--- src/rtl/ifetch_ctrl.sv ---
// ifetch_ctrl: instruction-fetch sequencer between a combinational-read imem and decode.
// Owns the fetch PC, drives the imem byte address, and buffers {pc, inst} pairs in a
// small prefetch FIFO that decode drains with a valid/ready handshake. Supports
// start, halt/resume and redirects (flush + reload of the fetch PC).
//
// Optional feature macro: IFETCH_MISALIGN_TRAP_EN
//   defined   - a redirect to a non-word-aligned target flushes, loads the target,
//               raises misalign and halts; misalign clears on an aligned redirect
//   undefined - redirect targets are word-aligned by masking bits [1:0]; misalign is 0
//
// Ports:
//   clk, rst_n          clock (rising edge), asynchronous active-low reset
//   start               leave IDLE and begin fetching
//   halt_req, resume    enter / leave HALTED (halt_req wins)
//   redirect,
//   redirect_pc         flush the FIFO and load a new fetch target
//   imem_pc, imem_inst  imem byte address out, instruction word back the same cycle
//   if_valid, if_inst,
//   if_pc, id_ready     FIFO head towards decode
//   halted              state is HALTED
//   fifo_level          current FIFO entry count
//   misalign            misaligned redirect trapped (trap build only)
module ifetch_ctrl #(
    parameter logic [31:0] RESET_PC   = 32'h0000_0000,
    parameter int unsigned FIFO_DEPTH = 2,
    parameter int unsigned IMEM_AW    = 16
) (
    input  logic                        clk,
    input  logic                        rst_n,
    input  logic                        start,
    input  logic                        halt_req,
    input  logic                        resume,
    input  logic                        redirect,
    input  logic [31:0]                 redirect_pc,
    output logic [31:0]                 imem_pc,
    input  logic [31:0]                 imem_inst,
    output logic                        if_valid,
    output logic [31:0]                 if_inst,
    output logic [31:0]                 if_pc,
    input  logic                        id_ready,
    output logic                        halted,
    output logic [$clog2(FIFO_DEPTH):0] fifo_level,
    output logic                        misalign
);

    localparam int unsigned PW = $clog2(FIFO_DEPTH);
    localparam int unsigned LW = PW + 1;

    typedef enum logic [1:0] {
        S_IDLE   = 2'd0,
        S_FETCH  = 2'd1,
        S_HALTED = 2'd2
    } state_t;

    state_t        state;
    logic [31:0]   fetch_pc;
    logic [31:0]   mem_pc   [FIFO_DEPTH];
    logic [31:0]   mem_inst [FIFO_DEPTH];
    logic [PW-1:0] rd_ptr;
    logic [PW-1:0] wr_ptr;
    logic          push;
    logic          pop;
    logic          trap;
    logic [31:0]   redir_target;

    // imem sees only the low IMEM_AW address bits; upper bits forced to zero
    assign imem_pc = 32'(fetch_pc[IMEM_AW-1:0]);

    assign if_valid = (fifo_level != '0);
    assign if_pc    = mem_pc[rd_ptr];
    assign if_inst  = mem_inst[rd_ptr];

    // A redirect discards any pop in the same cycle; push-with-pop is allowed when full
    assign pop  = if_valid && id_ready && !redirect;
    assign push = (state == S_FETCH) && !redirect &&
                  ((fifo_level < LW'(FIFO_DEPTH)) || pop);

`ifdef IFETCH_MISALIGN_TRAP_EN
    assign trap         = redirect && (redirect_pc[1:0] != 2'b00);
    assign redir_target = redirect_pc;

    // Sticky misalign flag, cleared only by an aligned redirect
    always_ff @(posedge clk or negedge rst_n) begin
        if (!rst_n) begin
            misalign <= 1'b0;
        end else if (redirect) begin
            misalign <= trap;
        end
    end
`else
    assign trap         = 1'b0;
    assign redir_target = redirect_pc & 32'hFFFF_FFFC;
    assign misalign     = 1'b0;
`endif

    // Control FSM and fetch PC
    always_ff @(posedge clk or negedge rst_n) begin
        if (!rst_n) begin
            state    <= S_IDLE;
            halted   <= 1'b0;
            fetch_pc <= RESET_PC;
        end else begin
            if (redirect) begin
                fetch_pc <= redir_target;
            end else if (push) begin
                fetch_pc <= fetch_pc + 32'd4;
            end

            if (trap) begin
                state  <= S_HALTED;
                halted <= 1'b1;
            end else begin
                case (state)
                    S_IDLE: begin
                        if (start) begin
                            state <= S_FETCH;
                        end
                    end
                    S_FETCH: begin
                        if (halt_req) begin
                            state  <= S_HALTED;
                            halted <= 1'b1;
                        end
                    end
                    S_HALTED: begin
                        if (resume && !halt_req && !misalign) begin
                            state  <= S_FETCH;
                            halted <= 1'b0;
                        end
                    end
                    default: begin
                        state  <= S_IDLE;
                        halted <= 1'b0;
                    end
                endcase
            end
        end
    end

    // Prefetch FIFO; redirect flushes and overrides push/pop
    always_ff @(posedge clk or negedge rst_n) begin
        if (!rst_n) begin
            mem_pc     <= '{default: '0};
            mem_inst   <= '{default: '0};
            rd_ptr     <= '0;
            wr_ptr     <= '0;
            fifo_level <= '0;
        end else if (redirect) begin
            rd_ptr     <= '0;
            wr_ptr     <= '0;
            fifo_level <= '0;
        end else begin
            if (push) begin
                mem_pc[wr_ptr]   <= fetch_pc;
                mem_inst[wr_ptr] <= imem_inst;
                wr_ptr           <= wr_ptr + PW'(1);
            end
            if (pop) begin
                rd_ptr <= rd_ptr + PW'(1);
            end
            if (push && !pop) begin
                fifo_level <= fifo_level + LW'(1);
            end else if (pop && !push) begin
                fifo_level <= fifo_level - LW'(1);
            end
        end
    end

endmodule
--- config.mk ---
export PLATFORM = sky130hd
export DESIGN_NAME = ifetch_ctrl
export DESIGN_NICKNAME = d
export VERILOG_FILES = /design/src/rtl/ifetch_ctrl.sv
export SDC_FILE = /design/constraint.sdc
export NUM_CORES = 1
export LEC_CHECK = 0
export ABC_AREA = 1
export CAP_MARGIN = 20
export CORE_MARGIN = 4
export CORE_UTILIZATION = 56
export CTS_CLUSTER_DIAMETER = 30
export DETAILED_ROUTE_END_ITERATION = 8
export PLACE_DENSITY = 0.95
export SETUP_SLACK_MARGIN = 0.2
export SLEW_MARGIN = 20
export SYNTH_ARGS = -nofsm -noshare
export SYNTH_HDL_FRONTEND = slang
export SYNTH_SLANG_ARGS = --single-unit
--- constraint.sdc ---
create_clock -name clk -period 4.9 [get_ports clk]
set_clock_uncertainty 0.2 [all_clocks]
set_input_delay 0.49 -clock clk [delete_from_list [all_inputs] [get_ports clk]]
set_output_delay 0.49 -clock clk [all_outputs]
set_load 0.01 [all_outputs]
==> results of run 1 <==
==> metal layers <==
| layer | wire, um | vias to the layer above |
|---|---|---|
| met5 | 0 | - |
| met4 | 545 | 0 |
| met3 | 1640 | 47 |
| met2 | 9760 | 326 |
| met1 | 8640 | 3460 |
| li1 | - | 3640 |
==> power by group through the flow <==
| stage | Combinational [mW] | Clock (mW) | Sequential (mW) |
|---|---|---|---|
| floorplan | 1.52 | 0 | 2.19 |
| global placement | 2.38 | 0 | 2.25 |
| detailed placement | 2.46 | 0 | 2.28 |
| CTS | 2.48 | 1.35 | 2.27 |
| global route | 2.76 | 1.41 | 2.35 |
| finish | 2.45 | 1.32 | 2.28 |
==> cell usage after synthesis <==
library cell	count	share of area
buf_1	3	0.0014
o21ai_1	105	0.064
o211ai_1	4	0.0037
a211oi_1	1	0.00092
nor2_1	88	0.040
clkbuf_1	25	0.011
a21oi_1	3	0.0018
buf_6	13	0.018
o21ai_0	45	0.028
nand2_4	3	0.0041
nand3_1	42	0.026
buf_4	35	0.032
nor3_1	1	0.00061
inv_1	75	0.034
nand2_1	468	0.21
inv_4	1	0.00077
o22ai_1	3	0.0023
conb_1	1	0.00046
nand2_2	1	0.00077
o21ai_2	5	0.0054
inv_2	4	0.0018
buf_2	9	0.0055
and2_1	1	0.00077
ha_1	1	0.0015
dfrtp_1	161	0.49
nand3_2	1	0.0012
a22oi_1	2	0.0018
a211o_1	1	0.0011
nand4_1	3	0.0023
==> worst min-delay path: cells and delay by family (launching register included) <==
| family | cells | cell delay [ns] |
|---|---|---|
| compound gates | 1 | 0.05 |
| flops | 1 | 0.34 |
| simple gates | 1 | 0.07 |
==> cell type report <==
cell class / instances / area [um^2] / area share
flip-flops and latches: 161 / 4030 / 0.400
multi-input cells: 799 / 3360 / 0.333
repair buffers: 158 / 1560 / 0.155
clock buffers: 18 / 439 / 0.0436
inverters: 80 / 303 / 0.0301
well taps: 180 / 225 / 0.0224
clock inverters: 14 / 154 / 0.0153
==> what timing repair did <==
item / in CTS / in global routing
hold buffers: 1 / 0
endpoints found under the hold margin: 52 / 0
endpoints found under the setup margin: 0 / 0
==> logic make-up (layout without fill, tap and decap cells) <==
family,Yosys count,in the layout,share of synthesized area
adders and majority gates,1,1,0.00153
buffers and inverters,165,270,0.105
AOI/OAI and AO/OA,169,169,0.109
other,1,21,0.000459
and+or+nand+nor,608,608,0.291
DFF,161,161,0.493
==> state kept, by name, indices dropped and copies added (netlist names) <==
name,flops
fetch_pc,30
fifo_level,2
mem_pc,60
halted,1
rd_ptr,1
mem_inst,64
state,2
wr_ptr,1
==> path summary, 6_finish.rpt <==
check                           cells past startpoint  slack (ns)            to
worst max-delay path                                5        1.65   if_inst[16]
worst min-delay path                                2        0.28     mem_pc[2]
worst max register to register                      8        2.49   mem_inst[6]
worst min register to register                      2        0.28     mem_pc[2]
max in group asynchronous                           3        2.97  mem_inst[44]
min in group asynchronous                           2        0.38        halted
==> per-stage QoR <==
stage | util | power [mW] | setup WS, ns | hold WS (ns) | std cells
finish | 0.714 | 6.05 | 1.65 | 0.284 | 1410
global route | 0.714 | 6.51 | 1.45 | 0.310 | 1410
CTS | 0.714 | 6.09 | 1.57 | 0.285 | 1410
detailed placement | 0.672 | 4.74 | 1.76 | 0.269 | 1377
global placement | 0.672 | 4.63 | 1.79 | 0.266 | 1377
floorplan | - | 3.71 | 3.13 | -0.00559 | 1125
==> metrics, run 1 <==
status finished, final reports clean; Period minus WS final roughly 3.2 ns; H-tree depth 4; post_cts resized 0; DR WL/cell 14.6 um; critical path required time 4.21 ns; mapped cell area about 0.008 mm^2; met2 Resource Use GR 0.416; Mapped Avg Cell Area around 7.4 um^2; GP Congestion ~0.94; DRC violations left 0; largest net degree at the start of global routing 77; CP arrival about 2.6 ns; GRT Total Usage 0.258; first-pass GRT wire length between 30000 and 40000 um; post-DP HPWL roughly 14000 um; Post-CTS Setup Bufs 0; Die ar. approximately 0.017 mm^2; Final Instance Area between 0.01 and 0.015 mm^2; Max FO, Critical Path 47; delay-heaviest family, CP buffers and inverters; Clock transition at path regs around 0.07 ns; P_int about 3.8 mW; clk sink count 161; Sw Pwr between 2 and 2.5 mW; GR peak layer met2; clock network fraction of total power 0.219; setup TNS 0 ns; RSZ-0062 raised after global routing false; maxcap violations 0; CTS max path bufs 2; antenna-violating nets left 0; Syn-to-layout area delta 23.2%; slowest CP cell inv_2; worst hold path class flop to flop; Num CTS Buffers 17; yosys warns 0; commonest cells after routing, fill and taps aside nand2_1 (468), dfrtp_1 (160), clkdlybuf4s50_1 (147), o21ai_1 (105), nor2_1 (88); Net Sw Frac 0.378; DR iter-0 viols ~690; I/O pin count roughly 170; Setup-failing EPs final 0; total gr overflow 0; crit end category output pin; Total Nets Final 1289; ant diodes 0; CTS Root Cell clkbuf_16; latest clock arrival within the worst-skew pair ~0.42 ns; #FFs+latches synth around 160; final hold violations 0; port bufs ~150; startpoint types flop; met3 Usage GRT 0.0602; worst hold start mem_pc[2]; Cell Chain, Critical Path inv_2, buf_4, nand2_1, nand2_1, clkdlybuf4s50_1; vias between 7k and 8k; Fillers roughly 1.1k; combinational share of power 0.405; worst r2r src state[0]; slowest stage delay, CP a little over 0.6 ns; commonest non-fill, non-tap cell in the layout nand2_1; Slew Viols, Final 0; WL final about 21000 um; Slew HR 0.417; Leak roughly 5.0 nW; fmax roughly 310 MHz; Least-Margin Pin Slew 0.873 ns; share of cells above drive strength 1 0.0472; die height 129 um; Sequential Power Share 0.377; first-pass iteration count of the detailed router 5; initial antenna violation count 0; final period utilization 0.663; Post-Synthesis Cells ~1.1k; met1 global-route usage 0.346; maximum vdd drop 0.000317 V; vias per std cell ~5.3; pwr dens around 600 mW/mm^2; Std-Cell Core Area 0.0141 mm^2; CTS tree built; Chip Width around 130 um; placed cell area approximately 0.0095 mm^2; count of different cell masters after synthesis 29; Crit path buffers/inverters 3; vias in the first global route 7036; starting density of the core 0.580; sequential share of the synthesized area 0.493; # rows between 40 and 50; Worst Path Class, Setup flop to output pin; Worst path most repeated cell nand2_1; CP Launch Point rd_ptr
Power figures use the tool's default switching activity.
==> run 2: changes to the inputs <==
--- a/config.mk
+++ b/config.mk
@@ -8,10 +8,10 @@
 export ABC_AREA = 1
 export CAP_MARGIN = 20
 export CORE_MARGIN = 4
-export CORE_UTILIZATION = 56
+export CORE_UTILIZATION = 47
 export CTS_CLUSTER_DIAMETER = 30
 export DETAILED_ROUTE_END_ITERATION = 8
-export PLACE_DENSITY = 0.95
+export PLACE_DENSITY = 0.88
 export SETUP_SLACK_MARGIN = 0.2
 export SLEW_MARGIN = 20
 export SYNTH_ARGS = -nofsm -noshare
==> constraint.sdc (replaced) <==
create_clock -name clk -period 2.9 [get_ports clk]
set_clock_uncertainty 0.2 [all_clocks]
set_input_delay 0.29 -clock clk [delete_from_list [all_inputs] [get_ports clk]]
set_output_delay 0.29 -clock clk [all_outputs]
set_load 0.01 [all_outputs]
==> run 2 against run 1 <==
- sequential power rose by 68%
- final cell count rose by 3.2%
- critical endpoint is now if_inst[13]
- non-clock buffer count rose by 5
- flip-flop and latch count did not move
- global-route usage fell by 4.5 points
- first-iteration DRC count fell by 29%
- combinational power rose by 72%
- clock power rose by 67%
- critical path depth fell by 1
- register-to-register slack got worse by 1.8 ns
==> metrics, run 2 (synthesis results as in run 1) <==
H-tree depth 4; fmax slightly below 400 MHz; I/O pin count between 150 and 200; starting density of the core 0.486; largest reg by FF count mem_inst; WL final roughly 20000 um; Die ar. a little under 0.02 mm^2; Total Nets Final 1294; total gr overflow 0; CTS max path bufs 2; fin cells approximately 1.5k; Std-Cell Core Area between 0.015 and 0.02 mm^2; startpoint types flop; final period utilization 0.882; Slew Viols, Final 0; CP arrival approximately 2.1 ns; DR WL/cell between 10 and 15 um; status finished, final reports clean; antenna-violating nets left 0; post-DP HPWL around 15000 um; Worst Reg-to-Reg Cells 10; Post-CTS Setup Bufs 0; Syn-to-layout area delta 25.3%; vias in the first global route a little under 7k; Setup-failing EPs final 0; Slew HR 0.575; crit end category output pin; commonest cells after routing, fill and taps aside nand2_1 (468), dfrtp_1 (160), clkdlybuf4s50_1 (147), o21ai_1 (105), nor2_1 (88); CTS tree built; Hold Path End mem_inst[2]; largest net degree at the start of global routing about 70; CTS Root Cell clkbuf_16; GRT Total Usage 0.213; latest clock arrival within the worst-skew pair roughly 0.42 ns; critical path required time between 2 and 2.5 ns; Num CTS Buffers 17; initial antenna violation count 0; share of cells above drive strength 1 0.0494; pre-CTS WS approximately 0.61 ns; vias about 7.3k; Least-Margin Pin Slew approximately 0.64 ns; setup TNS 0 ns; commonest non-fill, non-tap cell in the layout nand2_1; worst r2r src fetch_pc[2]; ant diodes 0; pwr dens 1000 mW/mm^2; Placed Cells ~1.4k; GP Congestion slightly above 0.9; RSZ-0062 raised after global routing false; Period minus WS final 2.56 ns; worst hold path class primary input to flop; Clock transition at path regs 0.06 ns; Regs by FF count mem_inst x64, mem_pc x60, fetch_pc x30; first-pass iteration count of the detailed router 5; DRC violations left 0; first-pass GRT wire length ~34000 um; port bufs about 150; RR Endpoint fetch_pc[26]; Worst Path Class, Setup flop to output pin; Leak 5.03 nW; reg2reg setup slack between 0.6 and 0.7 ns; Max FO, Critical Path just over 60; maxcap violations 0; clk sink count approximately 160; WHS around 0.24 ns; Chip Width 140 um; die height 140 um; maximum vdd drop ~0.00053 V; Fillers between 1k and 1.5k; DR iter-0 viols 494; worst hold path depth 3; final setup margin approximately 0.34 ns; Largest register FFs 64; vias per std cell between 5 and 6; # rows 47; final hold violations 0; worst hold start imem_inst[2]
==> run 2: what timing repair did <==
action	CTS	global route
gates resized for setup	2	1
hold buffers	1	0
hold endpoints to repair	65	0
endpoints found under the setup margin	16	2
==> run 2: where the power goes <==
part           internal [mW]  total, mW  switching, mW
registers               3.21       3.84          0.636
logic                   1.92       4.22           2.30
clock network           1.32       2.21          0.891
==> run 2: layout make-up <==
class / count / area [um^2] / area share
Multi-Input combinational cell: 799 / 3360 / 0.328
Clock inverter: 11 / 133 / 0.0129
Sequential cell: 161 / 4030 / 0.393
Timing Repair Buffer: 163 / 1680 / 0.164
Inverter: 80 / 305 / 0.0298
Clock buffer: 21 / 460 / 0.0450
Tap cell: 220 / 275 / 0.0269
==> run 2: worst max-delay path: stages, from the launching register on <==
cell	delay (ns)
dfrtp_2	0.39
buf_6	0.43
nand2_1	0.11
nand2_1	0.13
clkdlybuf4s50_1	0.55
==> run 2: worst max-delay path by stage <==
stage	end	cells after the start	slack (ns)	startpoint
final	if_inst[13]	4	0.34	rd_ptr
after global routing	if_pc[9]	4	0.22	rd_ptr
after CTS	if_pc[9]	5	0.27	rd_ptr
after detailed placement	if_pc[9]	5	0.61	rd_ptr
after global placement	if_pc[2]	5	0.63	rd_ptr
after floorplan	fetch_pc[26]	10	1.22	fetch_pc[2]
==> run 2: per-stage QoR <==
stage / utilization / area, um^2 / total power, mW
final: 0.609 / 10200 / 10.3
after global routing: 0.609 / 10200 / 11.1
after CTS: 0.609 / 10200 / 10.3
after detailed placement: 0.573 / 9630 / 8.10
after global placement: 0.573 / 9630 / 7.92
after floorplan: - / 8250 / 6.26
==> run 2: layer usage <==
layer / global-route usage / part of all wire
met5: 0 / 0
met4: 0.0688 / 0.019
met3: 0.0569 / 0.076
met2: 0.348 / 0.48
met1: 0.278 / 0.42
==> run 3: changes to the inputs <==
--- a/config.mk
+++ b/config.mk
@@ -11,6 +11,7 @@
 export CORE_UTILIZATION = 47
 export CTS_CLUSTER_DIAMETER = 30
 export DETAILED_ROUTE_END_ITERATION = 8
+export GPL_ROUTABILITY_DRIVEN = 0
 export PLACE_DENSITY = 0.88
 export SETUP_SLACK_MARGIN = 0.2
 export SLEW_MARGIN = 20
==> run 3 against run 2 <==
- hold slack improved by 0.0054 ns
- register-to-register slack improved by 0.06 ns
- power about the same
- sequential share of layout area increased by 0.062 points
- critical path type unchanged
- via count increased by 1.9%
- largest cell class unchanged
- first-iteration DRC count increased by 27%
- largest power group unchanged
- highest routed layer unchanged
- fmax decreased by 0.22%
- critical endpoint is now if_pc[16]
- combinational power about the same
- critical path depth unchanged
- flip-flop and latch count unchanged
==> metrics, run 3 (synthesis results as in run 1) <==
total gr overflow 0; final hold violations 0; latest clock arrival within the worst-skew pair between 0.4 and 0.5 ns; Std-Cell Core Area ~0.017 mm^2; fmax around 390 MHz; first-pass iteration count of the detailed router 7; Hold Path End mem_inst[5]; Core Util, Final 0.608; H-tree depth 4; starting density of the core 0.486; I/O pin count roughly 170; Clock transition at path regs ~0.07 ns; Worst Reg-to-Reg Cells 10; worst hold start imem_inst[5]; CTS max path bufs 2; worst hold path depth 3; CTS Root Cell clkbuf_16; Fillers ~1.5k; setup TNS 0 ns; largest net degree at the start of global routing slightly above 80; worst hold path class primary input to flop; Slew Viols, Final 0; final setup margin roughly 0.34 ns; Total Nets Final 1293; first-pass GRT wire length 33900 um; CP Launch Point rd_ptr; Chip Width 140 um; commonest cells after routing, fill and taps aside nand2_1 (468), dfrtp_1 (160), clkdlybuf4s50_1 (147), o21ai_1 (105), nor2_1 (88); initial antenna violation count 0; pre-CTS WS around 0.63 ns; Num CTS Buffers 17; maxcap violations 0; clk sink count 161; Setup-failing EPs final 0; DR iter-0 viols 625; crit end category output pin; vias per std cell ~5; # rows 47; Leak between 5 and 6 nW; startpoint types flop; ant diodes 0; CTS tree built; CP arrival approximately 2.1 ns; DR WL/cell approximately 14 um; worst r2r src fetch_pc[2]; post-DP HPWL about 15000 um; Final Instance Area roughly 0.010 mm^2; die height 140 um; status finished, final reports clean; WL final 20700 um; Largest register FFs between 60 and 70; register area about 0.0040 mm^2; critical path required time roughly 2.4 ns; GRT Total Usage 0.211; Max FO, Critical Path 62; vias approximately 7.5k; antenna-violating nets left 0; WHS ~0.24 ns; Die ar. around 0.020 mm^2; final period utilization 0.884; Syn-to-layout area delta 25.1%; RSZ-0062 raised after global routing false; Regs by FF count mem_inst x64, mem_pc x60, fetch_pc x30; area of the multi-input gates approximately 0.0034 mm^2; maximum vdd drop 0.000499 V; share of cells above drive strength 1 0.0462; commonest non-fill, non-tap cell in the layout nand2_1; Post-CTS Setup Bufs 0; RR Endpoint fetch_pc[26]; placed cell area slightly below 0.01 mm^2; port bufs 148; Period minus WS final about 2.6 ns; Least-Margin Pin Slew ~0.74 ns; Slew HR 0.509; pwr dens roughly 1000 mW/mm^2; vias in the first global route roughly 7k; DRC violations left 0; Worst Path Class, Setup flop to output pin; reg2reg setup slack around 0.75 ns; largest reg by FF count mem_inst
==> run 3: worst max-delay path by stage <==
stage	end	slack, ns	depth (start not counted)
after CTS	if_pc[16]	0.27	5
after floorplan	fetch_pc[26]	1.22	10
after global placement	mem_inst[10]	0.66	10
final	if_pc[16]	0.34	4
after global routing	if_pc[16]	0.24	4
after detailed placement	mem_inst[14]	0.63	10
==> run 3: final cells by class <==
class                   instances  area share
clock buffers                  24      0.0461
well taps                     220      0.0269
clock inverters                 8      0.0103
multi-input cells             799       0.328
repair buffers                162       0.164
inverters                      80      0.0297
flip-flops and latches        161       0.394
==> run 3: metrics by stage <==
| step | total power [mW] | cells |
|---|---|---|
| after floorplan | 6.26 | 1125 |
| after global placement | 7.94 | 1421 |
| after detailed placement | 8.11 | 1421 |
| after CTS | 10.3 | 1454 |
| after global routing | 11.0 | 1454 |
| final | 10.3 | 1454 |
==> run 3: routing by layer <==
layer	vias up	wire, um	GRT usage	part of all wire
li1	3641	-	-	-
met1	3471	8910	0.275	0.43
met2	325	9910	0.347	0.48
met3	32	1490	0.0532	0.072
met4	0	417	0.0678	0.020
met5	-	0	0	0
==> run 3: worst max-delay path, stage by stage (launching register included) <==
cell	delay [ns]
dfrtp_2	0.38
buf_6	0.43
nand2_1	0.12
nand2_1	0.11
clkdlybuf4s50_1	0.59
==> run 3: where the power goes <==
| group | switching, mW | internal, mW |
|---|---|---|
| Sequential | 0.628 | 3.21 |
| Combinational | 2.31 | 1.93 |
| Clock | 0.876 | 1.32 |
| Total | 3.82 | 6.45 |
==> run 3: repair_timing <==
action	CTS	global route
endpoints found under the hold margin	77	0
resized for setup	1	1
cloned	0	0
pin swaps	0	0
setup endpoints to repair	2	1
hold buffers	1	0
